<file path="src/rtl/uart_tx_resp_fifo_pkg.sv">
// Shared types and defaults for the UART TX response buffer.
package uart_tx_resp_fifo_pkg;

  typedef enum logic [1:0] {
    ST_IDLE    = 2'd0,
    ST_LAUNCH  = 2'd1,
    ST_WAIT_HI = 2'd2,
    ST_WAIT_LO = 2'd3
  } tx_state_e;

  localparam int DEFAULT_DEPTH       = 8;
  localparam int DEFAULT_ACK_TIMEOUT = 64;

endpackage

</file>
<file path="src/rtl/uart_tx_resp_fifo_mem.sv">
// Response byte storage: two writes per cycle at consecutive addresses, combinational read.
module sync_fifo_mem #(
  parameter int DATA_WIDTH = 8,
  parameter int DEPTH      = 8,
  parameter int PTR_W      = 3
) (
  input  logic                  clk,
  input  logic                  we_lo,
  input  logic                  we_hi,
  input  logic [PTR_W-1:0]      waddr,
  input  logic [DATA_WIDTH-1:0] wdata_lo,
  input  logic [DATA_WIDTH-1:0] wdata_hi,
  input  logic [PTR_W-1:0]      raddr,
  output logic [DATA_WIDTH-1:0] rdata
);

  logic [DATA_WIDTH-1:0] mem [DEPTH];
  logic [PTR_W-1:0]      waddr_hi;

  // Upper byte lands one slot later, wrapping with the pointer width.
  assign waddr_hi = waddr + PTR_W'(1);

  always_ff @(posedge clk) begin
    if (we_lo) mem[waddr]    <= wdata_lo;
    if (we_hi) mem[waddr_hi] <= wdata_hi;
  end

  assign rdata = mem[raddr];

endmodule

</file>
<file path="src/rtl/uart_tx_resp_fifo.sv">
// Queues 1/2-byte controller responses and launches them one byte at a time,
// paced on the synchronized UART TX busy flag.
//   state      | meaning
//   ST_IDLE    | waiting for a queued byte and TX not busy
//   ST_LAUNCH  | TX_VLD high, byte on TX_DATA
//   ST_WAIT_HI | waiting for TX_BUSY rise (ack timer running)
//   ST_WAIT_LO | waiting for TX_BUSY fall, then pop
module uart_tx_resp_fifo
  import uart_tx_resp_fifo_pkg::*;
#(
  parameter int DATA_WIDTH  = 8,
  parameter int DEPTH       = DEFAULT_DEPTH,
  parameter int PTR_W       = $clog2(DEPTH),
  parameter int ACK_TIMEOUT = DEFAULT_ACK_TIMEOUT
) (
  input  logic                    CLK,
  input  logic                    RST,
  input  logic                    WR_EN,
  input  logic                    WR_TWO,
  input  logic [2*DATA_WIDTH-1:0] WR_DATA,
  output logic                    WR_RDY,
  output logic [DATA_WIDTH-1:0]   TX_DATA,
  output logic                    TX_VLD,
  input  logic                    TX_BUSY,
  output logic [PTR_W:0]          COUNT,
  output logic                    EMPTY,
  output logic                    OVERFLOW,
  output logic                    TIMEOUT_ERR
);

  localparam int CNT_W = PTR_W + 1;
  localparam int TMR_W = $clog2(ACK_TIMEOUT);

  tx_state_e             state, next_state;
  logic [PTR_W-1:0]      wr_ptr, rd_ptr;
  logic [CNT_W-1:0]      free_cnt, need, push_n;
  logic [TMR_W-1:0]      tmr;
  logic [DATA_WIDTH-1:0] head;
  logic                  accept, pop, launch, expire;

  // Space is judged on the pre-cycle count, so a same-cycle pop never helps a write.
  assign free_cnt = CNT_W'(DEPTH) - COUNT;
  assign need     = WR_TWO ? CNT_W'(2) : CNT_W'(1);
  assign accept   = WR_EN && (free_cnt >= need);
  assign push_n   = accept ? need : '0;
  assign WR_RDY   = free_cnt >= CNT_W'(2);
  assign EMPTY    = (COUNT == '0) && (state == ST_IDLE);

  sync_fifo_mem #(
    .DATA_WIDTH(DATA_WIDTH),
    .DEPTH     (DEPTH),
    .PTR_W     (PTR_W)
  ) u_mem (
    .clk     (CLK),
    .we_lo   (accept),
    .we_hi   (accept && WR_TWO),
    .waddr   (wr_ptr),
    .wdata_lo(WR_DATA[DATA_WIDTH-1:0]),
    .wdata_hi(WR_DATA[2*DATA_WIDTH-1:DATA_WIDTH]),
    .raddr   (rd_ptr),
    .rdata   (head)
  );

  always_ff @(posedge CLK) begin
    if (!RST) begin
      wr_ptr   <= '0;
      rd_ptr   <= '0;
      COUNT    <= '0;
      OVERFLOW <= 1'b0;
    end else begin
      if (accept) wr_ptr <= wr_ptr + need[PTR_W-1:0];
      if (pop)    rd_ptr <= rd_ptr + PTR_W'(1);
      COUNT <= COUNT + push_n - CNT_W'(pop);
      if (WR_EN && !accept) OVERFLOW <= 1'b1;
    end
  end

  always_ff @(posedge CLK) begin
    if (!RST) state <= ST_IDLE;
    else      state <= next_state;
  end

  always_comb begin
    next_state = state;
    launch     = 1'b0;
    expire     = 1'b0;
    pop        = 1'b0;
    case (state)
      ST_IDLE: begin
        if ((COUNT != '0) && !TX_BUSY) begin
          launch     = 1'b1;
          next_state = ST_LAUNCH;
        end
      end
      ST_LAUNCH: next_state = ST_WAIT_HI;
      ST_WAIT_HI: begin
        if (TX_BUSY) begin
          next_state = ST_WAIT_LO;
        end else if (tmr == '0) begin
          expire     = 1'b1;
          next_state = ST_IDLE;
        end
      end
      ST_WAIT_LO: begin
        if (!TX_BUSY) begin
          pop        = 1'b1;
          next_state = ST_IDLE;
        end
      end
      default: ;
    endcase
  end

  // Ack timer counts down from launch; zero in WAIT_HI means the rise never came.
  always_ff @(posedge CLK) begin
    if (!RST) begin
      TX_VLD      <= 1'b0;
      TX_DATA     <= '0;
      TIMEOUT_ERR <= 1'b0;
      tmr         <= '0;
    end else begin
      TX_VLD      <= launch;
      TIMEOUT_ERR <= expire;
      if (launch) begin
        TX_DATA <= head;
        tmr     <= TMR_W'(ACK_TIMEOUT - 1);
      end else if (tmr != '0) begin
        tmr <= tmr - TMR_W'(1);
      end
    end
  end

endmodule

</file>
<file path="config.mk">
export PLATFORM = sky130hd
export DESIGN_NAME = uart_tx_resp_fifo
export DESIGN_NICKNAME = d
export VERILOG_FILES = /design/src/rtl/uart_tx_resp_fifo_pkg.sv /design/src/rtl/uart_tx_resp_fifo_mem.sv /design/src/rtl/uart_tx_resp_fifo.sv
export SDC_FILE = /design/constraint.sdc
export NUM_CORES = 1
export LEC_CHECK = 0
export BUFFER_PORTS_ARGS = -buffer_cell sky130_fd_sc_hd__buf_2
export CELL_PAD_IN_SITES_DETAIL_PLACEMENT = 0
export CELL_PAD_IN_SITES_GLOBAL_PLACEMENT = 2
export CORE_MARGIN = 1
export CORE_UTILIZATION = 43
export DETAILED_ROUTE_END_ITERATION = 7
export PLACE_DENSITY_LB_ADDON = 0.12
export RECOVER_POWER = 50
export SLEW_MARGIN = 20
export SYNTH_ARGS = -nofsm -noshare
export SYNTH_HDL_FRONTEND = slang
export SYNTH_SLANG_ARGS = --single-unit
</file>
<file path="constraint.sdc">
create_clock -name CLK -period 4.34 [get_ports CLK]
set_input_delay 0.868 -clock CLK [delete_from_list [all_inputs] [get_ports CLK]]
set_output_delay 0.868 -clock CLK [all_outputs]
set_load 0.01 [all_outputs]
</file>
==> results of run 1 <==
[where the power goes]
group	internal, W	switching, W	total [W]
Sequential	0.00113	0.000101	0.00123
Clock	0.000204	0.000302	0.000506
Combinational	0.000357	0.000468	0.000825
Total	0.00169	0.000871	0.00256
[cells in the mapped netlist, drive strengths merged]
| library cell | count | area share, % |
|---|---|---|
| nand2 | 18 | 1.4 |
| o22ai | 1 | 0.13 |
| o21ai | 12 | 1.2 |
| fa | 2 | 0.83 |
| a2111o | 1 | 0.23 |
| o21a | 5 | 0.78 |
| nor2b | 5 | 0.65 |
| a2111oi | 1 | 0.21 |
| xor2 | 2 | 0.36 |
| inv | 16 | 1.2 |
| a21oi | 14 | 1.4 |
| nand3 | 6 | 1.1 |
| buf | 5 | 0.62 |
| nand2b | 3 | 0.39 |
| a21o | 2 | 0.31 |
| xnor2 | 6 | 1.1 |
| nand4 | 2 | 0.70 |
| o31ai | 3 | 0.47 |
| o211a | 1 | 0.21 |
| nand4bb | 1 | 0.23 |
| a211o | 1 | 0.18 |
| or3 | 1 | 0.13 |
| and3 | 1 | 0.13 |
| mux4 | 16 | 7.4 |
| nor3 | 7 | 1.5 |
| o211ai | 1 | 0.26 |
| and2 | 6 | 0.78 |
| dfxtp | 29 | 12 |
| edfxtp | 64 | 40 |
| mux2i | 9 | 1.9 |
| ha | 15 | 3.9 |
| nor2 | 8 | 0.62 |
| clkbuf | 10 | 0.78 |
| a21boi | 2 | 0.31 |
| nor4 | 1 | 0.13 |
| o41ai | 2 | 0.36 |
| a41o | 2 | 0.41 |
| nand3b | 2 | 0.31 |
| a31o | 2 | 0.36 |
| mux2 | 65 | 15 |
[flip-flops by register name (all words and copies together) (netlist names)]
name / count
TX_VLD: 1
wr_ptr: 3
tmr: 6
TIMEOUT_ERR: 1
u_mem.mem: 64
OVERFLOW: 1
rd_ptr: 3
TX_DATA: 8
COUNT: 4
state: 2
[cells by family after synthesis]
| group | share of synthesized area, % |
|---|---|
| DFF | 51.7 |
| muxes | 24.4 |
| and+or+nand+nor | 8.12 |
| AOI/OAI and AO/OA | 6.91 |
| buffers and inverters | 2.64 |
| adders and majority gates | 4.71 |
| xor gates and xnor gates | 1.45 |
[cell type report]
cell class	count	share of cell area, %
flip-flops and latches	93	47.3
multi-input cells	226	41.2
repair buffers	45	4.00
well taps	140	3.31
clock buffers	9	2.34
inverters	16	1.13
clock inverters	7	0.780
[routing by layer]
layer  share of wire, %  routed length (um)
met1                 46                4740
met2                 48                5000
met3                3.8                 395
met4                1.6                 170
met5                  0                   0
[worst paths after layout]
check                          to  cells after the start     start  slack, ns
setup reg to reg  u_mem.mem[4][2]                      9  COUNT[0]       0.90
setup / recovery  u_mem.mem[4][2]                     10    WR_TWO       0.70
hold / removal           OVERFLOW                      2  OVERFLOW       0.52
hold reg to reg          OVERFLOW                      2  OVERFLOW       0.52
[worst register-to-register path, cell delays in order (launching register included)]
cell,delay (ns)
dfxtp_1,0.44
inv_1,0.12
ha_1,0.32
ha_1,0.30
a2111o_1,0.17
o211a_1,0.31
buf_4,0.18
nand4_1,0.52
o41ai_1,0.47
buf_4,0.31
[through the flow]
step / area, um2 / instances / total power (W) / hold slack, ns
2_1_floorplan: 4840 / 350 / 0.00186 / 0.522
5_1_grt: 5290 / 536 / 0.00275 / 0.583
4_1_cts: 5390 / 536 / 0.00264 / 0.509
3_5_place_dp: 5220 / 520 / 0.00213 / 0.482
3_3_place_gp: 5220 / 520 / 0.00212 / 0.467
6_report: 5290 / 536 / 0.00256 / 0.516
==> out/qor.csv, run 1 <==
stage,metric,value,unit
sta,rsz0062_at_grt,false,
cells_and_area,ff_latch_area,2500,um2
pwr,power.leakage,1.86,nW
yosys,synth.yosys.warnings,0,
sta,fmax,274,MHz
critical_path,crit_path_start_kind,input port,
floorplan,core_area,10900,um2
cells_and_area,final_util,48.6,%
hold_path,hold_path_class,reg2reg,
floorplan,dieWidth,108,um
cells_and_area,drive_gt1_share,32.3,%
floorplan,pin_count,38,
clocking,holdBufCountCts,0,
global_route,antenna_found_initial,0,
critical_path,crit_top_cell,buf_4,
clocking,post-cts-setup-buffers,0,
critical_path,crit_required,4.46,ns
yosys,postSynthRegisterBits,93,
critical_path,cp.buffers_inverters,4,
cells_and_area,layout.cells.most_common_list,"edfxtp_1 (64), mux2_2 (63), dfxtp_1 (29), clkbuf_1 (21), buf_2 (19)",
sta,timing.final.crit_period,3.64,ns
sta,worst-slew-pin-transition,1.07,ns
critical_path,crit_path_max_fanout,9,
critical_path,critPathTopFamily,compound AO/OA/AOI/OAI gates,
run_status,run_status,"finished, final reports clean",
cells_and_area,insertedDiodeCount,0,
clocking,ctsLongestPathBuffers,2,
sta,setup_ws,0.695,ns
critical_path,slowest_stage_delay_on_critical_path,0.47,ns
yosys,syn_area,4840,um2
yosys,synth-seq-area-share,51.7,%
global_route,grt_pass1_wl,16.5,mm
yosys,post_synthesis_area_per_instance,13.8,um2
clocking,clock_edge_transition_at_the_registers_on_the_reported_setup_and_hold_paths,0.10,ns
pwr,peakVddDrop,257,uV
critical_path,cell_breakdown_of_the_critical_path,clkbuf_1 -> inv_1 -> ha_1 -> nand2b_1 -> a2111o_1 -> o211a_1 -> buf_4 -> nand4_1 -> o41ai_1 -> buf_4,
clocking,cts_max_level,3,
floorplan,start_util,44.4,%
cells_and_area,post_synthesis_to_final_layout_area_growth,9.42,%
sta,final-setup-viol-count,0,
drt,route.detailed.wl_per_inst,19.2,um
cells_and_area,layout_commonest_cell,edfxtp_1,
drt,drc,0,
run,max_cap_violations,0,
placed_design,place_ws,0.584,ns
global_route,met3_usage,4.58,%
floorplan,design.die.area,11700,um2
drt,drt.antenna.violating_nets,0,
pwr,pwr_density_cell,484,nW/um2
floorplan,rows,38,
floorplan,die_height,108,um
global_route,track_usage,19.5,%
sta,final_min_period_over_clock_period,84.0,%
global_route,globalRouteMet2Util,32.9,%
drt,detail_route.wirelength,10.3,mm
placed_design,hpwlAfterDp,7.02,mm
clocking,cts.sink_count,93,
drt,drtPass1Iterations,4,
drt,avgViaCountPerCell,5.43,
clocking,cts_resized,0,
critical_path,worstSetupPathType,in2reg,
yosys,synthesis.nets,388,
global_route,via_count_of_the_first_global_routing_pass,2958,
sta,maxSlewHeadroom,27.6,%
critical_path,crit_path_top_delay_cell,nand4_1,
placed_design,globalplace.congestion,0.740,
cells_and_area,finish.net_count,429,
global_route,grt_overflow,0,
global_route,globalRoute.busiestLayer,met2,
drt,route.vias.total,2912,
critical_path,setup.worst_path.end_class,register,
cells_and_area,multiInputGateArea,2180,um2
clocking,numCtsBuffers,9,
global_route,maximum_number_of_pins_on_one_net_before_global_route_repair,31,
clocking,cts_tree,yes,
sta,hold_viol,0,
drt,drtIter0Drc,164,
clocking,cts-root-buf,clkbuf_8,
yosys,synth_cells,350,
critical_path,data_arrival_time_of_the_critical_path,3.76,ns
sta,finClkSkew,0.0140,ns
clocking,worstSkewPairLatency,0.36,ns
placed_design,io_buffers,37,
sta,final.setup.tns,0,ns
yosys,yosysUniqueCellTypes,46,
global_route,groute.layer.met1.usage,25.3,%
sta,maxSlewViolCount,0,
cells_and_area,layout.filler_cells,1006,
Note: power is estimated with default switching activity, not from simulation.
==> inputs of run 2 (changes only) <==
Settings changed: CORE_UTILIZATION 43 to 39.
Clock period 4.34 ns to 3.25 ns, I/O delays scaled along.
==> out/qor.csv, run 2 (synthesis results as in run 1) <==
stage,metric,value,unit,change
critical_path,crit_path_start_kind,register,,
clocking,post-cts-setup-buffers,0,,unchanged
global_route,grt_overflow,0,,unchanged
cells_and_area,multiInputGateArea,2180,um2,+0.11%
floorplan,core_area,12100,um2,+11%
global_route,grt_pass1_wl,17.8,mm,+7.7%
drt,drc,0,,unchanged
critical_path,slowest_stage_delay_on_critical_path,0.39,ns,-0.08 ns
drt,drtPass1Iterations,4,,unchanged
placed_design,io_buffers,37,,unchanged
critical_path,crit_path_top_delay_cell,dfxtp_1,,
drt,route.vias.total,3017,,+3.6%
critical_path,crit_path_max_fanout,10,,+1
sta,hold_viol,0,,unchanged
floorplan,pin_count,38,,unchanged
clocking,worstSkewPairLatency,0.35,ns,about the same
cells_and_area,layout.cells.most_common_list,"edfxtp_1 (64), mux2_2 (63), dfxtp_1 (29), clkbuf_1 (24), buf_2 (22)",,
global_route,via_count_of_the_first_global_routing_pass,3091,,+4.5%
drt,drt.antenna.violating_nets,0,,unchanged
drt,maxUsedRoutingLayer,met4,,
floorplan,die_height,113,um,+4.9%
drt,detailroute.wirelength.met3,410,um,+3.8%
cells_and_area,finish.net_count,443,,+3.3%
placed_design,hpwlAfterDp,7.47,mm,+6.5%
critical_path,cell_breakdown_of_the_critical_path,inv_1 -> ha_1 -> ha_1 -> a211o_1 -> o211ai_1 -> buf_4 -> nor3_1 -> clkbuf_1 -> a31o_2 -> buf_12,,
clocking,cts_resized,0,,unchanged
hold_path,worstHoldPathCells,2,,unchanged
critical_path,setup.worst_path.end_class,register,,
cells_and_area,regMostFlops,u_mem.mem,,
drt,avgViaCountPerCell,5.22,,-3.9%
critical_path,data_arrival_time_of_the_critical_path,3.11,ns,-0.65 ns
critical_path,ff2ff_setup_slack,0.25,ns,-0.65 ns
critical_path,r2r.worst_path.cells,10,,+1
clocking,holdBufCountCts,0,,unchanged
sta,rsz0062_at_grt,false,,
run_status,run_status,"finished, final reports clean",,
global_route,maximum_number_of_pins_on_one_net_before_global_route_repair,31,,unchanged
cells_and_area,ff_latch_area,2500,um2,unchanged
placed_design,globalplace.congestion,0.771,,+4.2%
floorplan,rows,40,,+5.3%
cells_and_area,final_util,46.1,%,-2.5 points
drt,routed_metal_1_wire_length,5.32,mm,+12%
cells_and_area,layout.filler_cells,1129,,+12%
sta,fmax,333,MHz,
drt,route.detailed.wl_per_inst,19.3,um,+0.42%
sta,worst-slew-pin-transition,0.935,ns,-0.136 ns
sta,maxSlewHeadroom,37.7,%,+10 points
cells_and_area,post_synthesis_to_final_layout_area_growth,14.9,%,
clocking,cts-root-buf,clkbuf_16,,
floorplan,dieWidth,113,um,+4.9%
cells_and_area,layout_top_registers,"u_mem.mem (64), TX_DATA (8), tmr (6)",,
global_route,track_usage,19.0,%,-0.54 points
critical_path,worstSetupPathType,reg2reg,,
clocking,cts.sink_count,93,,unchanged
clocking,clock_edge_transition_at_the_registers_on_the_reported_setup_and_hold_paths,0.06,ns,-0.04 ns
run,max_cap_violations,0,,unchanged
drt,drtIter0Drc,167,,+1.8%
sta,maxSlewViolCount,0,,unchanged
sta,finClkSkew,0.00774,ns,-0.00626 ns
global_route,antenna_found_initial,0,,unchanged
pwr,peakVddDrop,296,uV,+15%
drt,detail_route.wirelength,11.2,mm,+8.3%
cells_and_area,largest_reg_flops,64,,unchanged
sta,final_min_period_over_clock_period,92.5,%,
cells_and_area,insertedDiodeCount,0,,unchanged
drt,wl_met2,5.15,mm,+3.1%
cells_and_area,drive_gt1_share,33.9,%,+1.6 points
pwr,totalPowerFinal,0.00383,W,+50%
sta,timing.final.crit_period,3.00,ns,
clocking,cts_tree,yes,,
sta,final-setup-viol-count,0,,unchanged
floorplan,design.die.area,12900,um2,+10%
clocking,ctsLongestPathBuffers,2,,unchanged
critical_path,crit_required,3.36,ns,-1.10 ns
critical_path,crit_top_cell,ha_1,,
pwr,pwr_density_cell,689,nW/um2,+42%
sta,final.setup.tns,0,ns,unchanged
hold_path,hold_path_class,reg2reg,,
floorplan,start_util,40.1,%,-4.3 points
clocking,numCtsBuffers,9,,unchanged
pwr,power.leakage,1.98,nW,+6.7%
cells_and_area,layout_commonest_cell,edfxtp_1,,
clocking,cts_max_level,3,,unchanged
## run 2: worst paths after layout
kind	end	from
worst min-delay path	OVERFLOW	OVERFLOW
worst max register to register	u_mem.mem[6][3]	COUNT[1]
worst max-delay path	u_mem.mem[6][3]	COUNT[1]
worst min register to register	OVERFLOW	OVERFLOW
## run 2: routing by layer
metal  up-vias  global-route usage [%]
li1       1449                       -
met1      1487                    26.0
met2        61                    29.7
met3        20                    3.29
met4         0                    8.42
met5         -                       0
## run 2: final cells by class
| class | instances | share of cell area, % |
|---|---|---|
| clock buffers | 12 | 4.25 |
| clock inverters | 4 | 0.878 |
| inverters | 16 | 1.08 |
| multi-input cells | 226 | 39.2 |
| flip-flops and latches | 93 | 45.0 |
| well taps | 168 | 3.78 |
| repair buffers | 59 | 5.74 |
## run 2: worst max-delay path, delay by kind of cell (launching register included)
| family | cells | cell delay [ns] |
|---|---|---|
| AO/OA/AOI/OAI | 3 | 0.93 |
| AND/OR/NAND/NOR | 1 | 0.09 |
| buffers and inverters | 4 | 0.74 |
| adder cells (fa/ha/maj) | 2 | 0.61 |
| flip-flops | 1 | 0.39 |
## run 2: where the power goes
part           switching, W  internal [W]  leakage, nW
Sequential         0.000122       0.00151        0.822
Clock              0.000450      0.000597        0.141
Combinational      0.000653      0.000500         1.02
## run 2: metrics by stage
| stage | hold WS, ns | worst slack (ns) | cells | cell area (um2) |
|---|---|---|---|---|
| after detailed placement | 0.481 | 0.0705 | 562 | 5360 |
| after global placement | 0.492 | 0.109 | 562 | 5360 |
| after global routing | 0.581 | 0.0673 | 578 | 5560 |
| final | 0.525 | 0.245 | 578 | 5560 |
| after floorplan | 0.522 | 0.0271 | 350 | 4840 |
| after CTS | 0.500 | 0.251 | 578 | 5650 |
==> inputs of run 3 (changes only) <==
Settings changed: BUFFER_PORTS_ARGS -buffer_cell sky130_fd_sc_hd__buf_2 to not set, CORE_UTILIZATION 39 to 41, DONT_BUFFER_PORTS set to 1.
==> out/qor.csv, run 3 (synthesis results as in run 1) <==
stage,metric,value,unit,change
drt,route.detailed.wl_per_inst,21.2,um,+9.8%
pwr,peakVddDrop,467,uV,+58%
cells_and_area,largest_reg_flops,64,,unchanged
run_status,run_status,"finished, final reports clean",,
cells_and_area,layout.cells.most_common_list,"edfxtp_1 (64), mux2_2 (63), dfxtp_1 (29), nand2_1 (18)",,
critical_path,worstSetupPathType,reg2reg,,
sta,maxSlewHeadroom,37.2,%,-0.47 points
cells_and_area,post_synthesis_to_final_layout_area_growth,10.7,%,
clocking,clock_edge_transition_at_the_registers_on_the_reported_setup_and_hold_paths,0.07,ns,about the same
drt,drtIter0Drc,154,,-7.8%
global_route,track_usage,19.0,%,+0.053 points
pwr,pwr_density_cell,696,nW/um2,+1.0%
drt,drt.antenna.violating_nets,0,,unchanged
placed_design,placed_cells,498,,-11%
drt,route.vias.total,2823,,-6.4%
critical_path,worst_r2r_startpoint,COUNT[0],,
hold_path,hold_path_class,in2reg,,
clocking,cts_max_level,3,,unchanged
pwr,power.leakage,1.88,nW,-5.5%
critical_path,data_arrival_time_of_the_critical_path,3.09,ns,-0.02 ns
floorplan,pin_count,38,,unchanged
sta,final_min_period_over_clock_period,92.1,%,-0.31 points
critical_path,crit_required,3.34,ns,-0.02 ns
critical_path,ff2ff_setup_slack,0.26,ns,about the same
critical_path,crit_path_start_kind,register,,
hold_path,worstHoldPathCells,1,,-1
clocking,post-cts-setup-buffers,0,,unchanged
hold_path,min_delay_worst_endpoint,tmr[0],,
sta,finClkSkew,0.00735,ns,-0.000386 ns
hold_path,hp-start,RST,,
sta,timing.final.crit_period,2.99,ns,-0.0100 ns
placed_design,hpwlAfterDp,7.46,mm,about the same
cells_and_area,final_cell_count_no_fill,514,,-11%
clocking,cts-root-buf,clkbuf_16,,
floorplan,start_util,42.2,%,+2.1 points
critical_path,crit_path_max_fanout,9,,-1
floorplan,dieWidth,111,um,-2.4%
clocking,numCtsBuffers,9,,unchanged
critical_path,setup.worst_path.end_class,register,,
clocking,cts.sink_count,93,,unchanged
sta,rsz0062_at_grt,false,,
global_route,grt_overflow,0,,unchanged
sta,maxSlewViolCount,0,,unchanged
clocking,worstSkewPairLatency,0.35,ns,about the same
global_route,antenna_found_initial,0,,unchanged
critical_path,crit-reg2reg-capture,u_mem.mem[0][7],,
sta,worst-slew-pin-transition,0.942,ns,+0.00700 ns
drt,drc,0,,unchanged
clocking,cts_resized,0,,unchanged
global_route,via_count_of_the_first_global_routing_pass,2954,,-4.4%
cells_and_area,regMostFlops,u_mem.mem,,
placed_design,globalplace.congestion,0.749,,-2.9%
cells_and_area,finish.net_count,404,,-8.8%
floorplan,rows,39,,-2.5%
global_route,grt_pass1_wl,17.0,mm,-4.0%
floorplan,core_area,11500,um2,-4.9%
sta,final.setup.tns,0,ns,unchanged
placed_design,io_buffers,0,,-100%
pwr,totalPowerFinal,0.00373,W,-2.7%
clocking,holdBufCountCts,0,,unchanged
cells_and_area,layout_top_registers,"u_mem.mem (64), TX_DATA (8), tmr (6)",,
cells_and_area,drive_gt1_share,31.8,%,-2.1 points
global_route,maximum_number_of_pins_on_one_net_before_global_route_repair,31,,unchanged
run,max_cap_violations,0,,unchanged
sta,fmax,334,MHz,+0.33%
drt,avgViaCountPerCell,5.49,,+5.2%
sta,final-setup-viol-count,0,,unchanged
clocking,cts_tree,yes,,
drt,drtPass1Iterations,4,,unchanged
cells_and_area,layout_commonest_cell,edfxtp_1,,
cells_and_area,insertedDiodeCount,0,,unchanged
clocking,ctsLongestPathBuffers,2,,unchanged
floorplan,die_height,111,um,-2.4%
floorplan,design.die.area,12200,um2,-4.8%
sta,hold_viol,0,,unchanged
critical_path,r2r.worst_path.cells,8,,-2
drt,detail_route.wirelength,10.9,mm,-2.4%
[run 3: cell count changes in the layout (fill, tap and decap cells not counted), sizes merged]
cell	change
buf	-22
clkbuf	-18
clkinvlp	+1
[run 3: worst max-delay path by stage]
stage | depth (start not counted) | end | slack, ns | from
global route | 9 | u_mem.mem[0][1] | 0.11 | COUNT[0]
finish | 8 | u_mem.mem[0][7] | 0.26 | COUNT[0]
floorplan | 14 | COUNT[2] | 0.03 | WR_TWO
detailed placement | 13 | COUNT[2] | 0.15 | WR_TWO
CTS | 13 | COUNT[2] | 0.31 | COUNT[0]
global placement | 13 | COUNT[3] | 0.21 | WR_TWO
[run 3: metrics by stage]
stage          utilization (%)  cell area, um2  hold slack (ns)  worst slack, ns
6_report                  46.7            5360            0.420            0.255
5_1_grt                   46.7            5360            0.407            0.114
4_1_cts                   47.2            5420            0.404            0.309
3_5_place_dp              44.7            5130            0.558            0.149
3_3_place_gp              44.7            5130            0.553            0.207
2_1_floorplan                -            4840            0.522           0.0271
[run 3: layer usage]
layer | global-route usage, % | wire length, um
met5 | 0 | 0
met4 | 6.04 | 163
met3 | 5.93 | 497
met2 | 32.8 | 5540
met1 | 22.6 | 4690
[run 3: worst max-delay path, stage by stage, from the launching register on]
cell and delay [ns]:
dfxtp_1 0.32, inv_1 0.08, ha_1 0.33, ha_1 0.30
a2111o_1 0.41, o211a_1 0.17, buf_4 0.19, nand4_1 0.53
mux2_2 0.41
[run 3: area by class of cell]
class	instances	area, um2
Sequential cell	93	2500
Clock inverter	5	51.3
Clock buffer	11	233
Inverter	16	60.1
Timing Repair Buffer	20	144
Multi-Input combinational cell	226	2190
Fill cell	1055	6110
Tap cell	143	179
[run 3: report_power, final]
part / internal (W) / switching (W) / total, W
sequential: 0.00151 / 0.000148 / 0.00165
combinational: 0.000460 / 0.000585 / 0.00105
clock: 0.000591 / 0.000434 / 0.00103
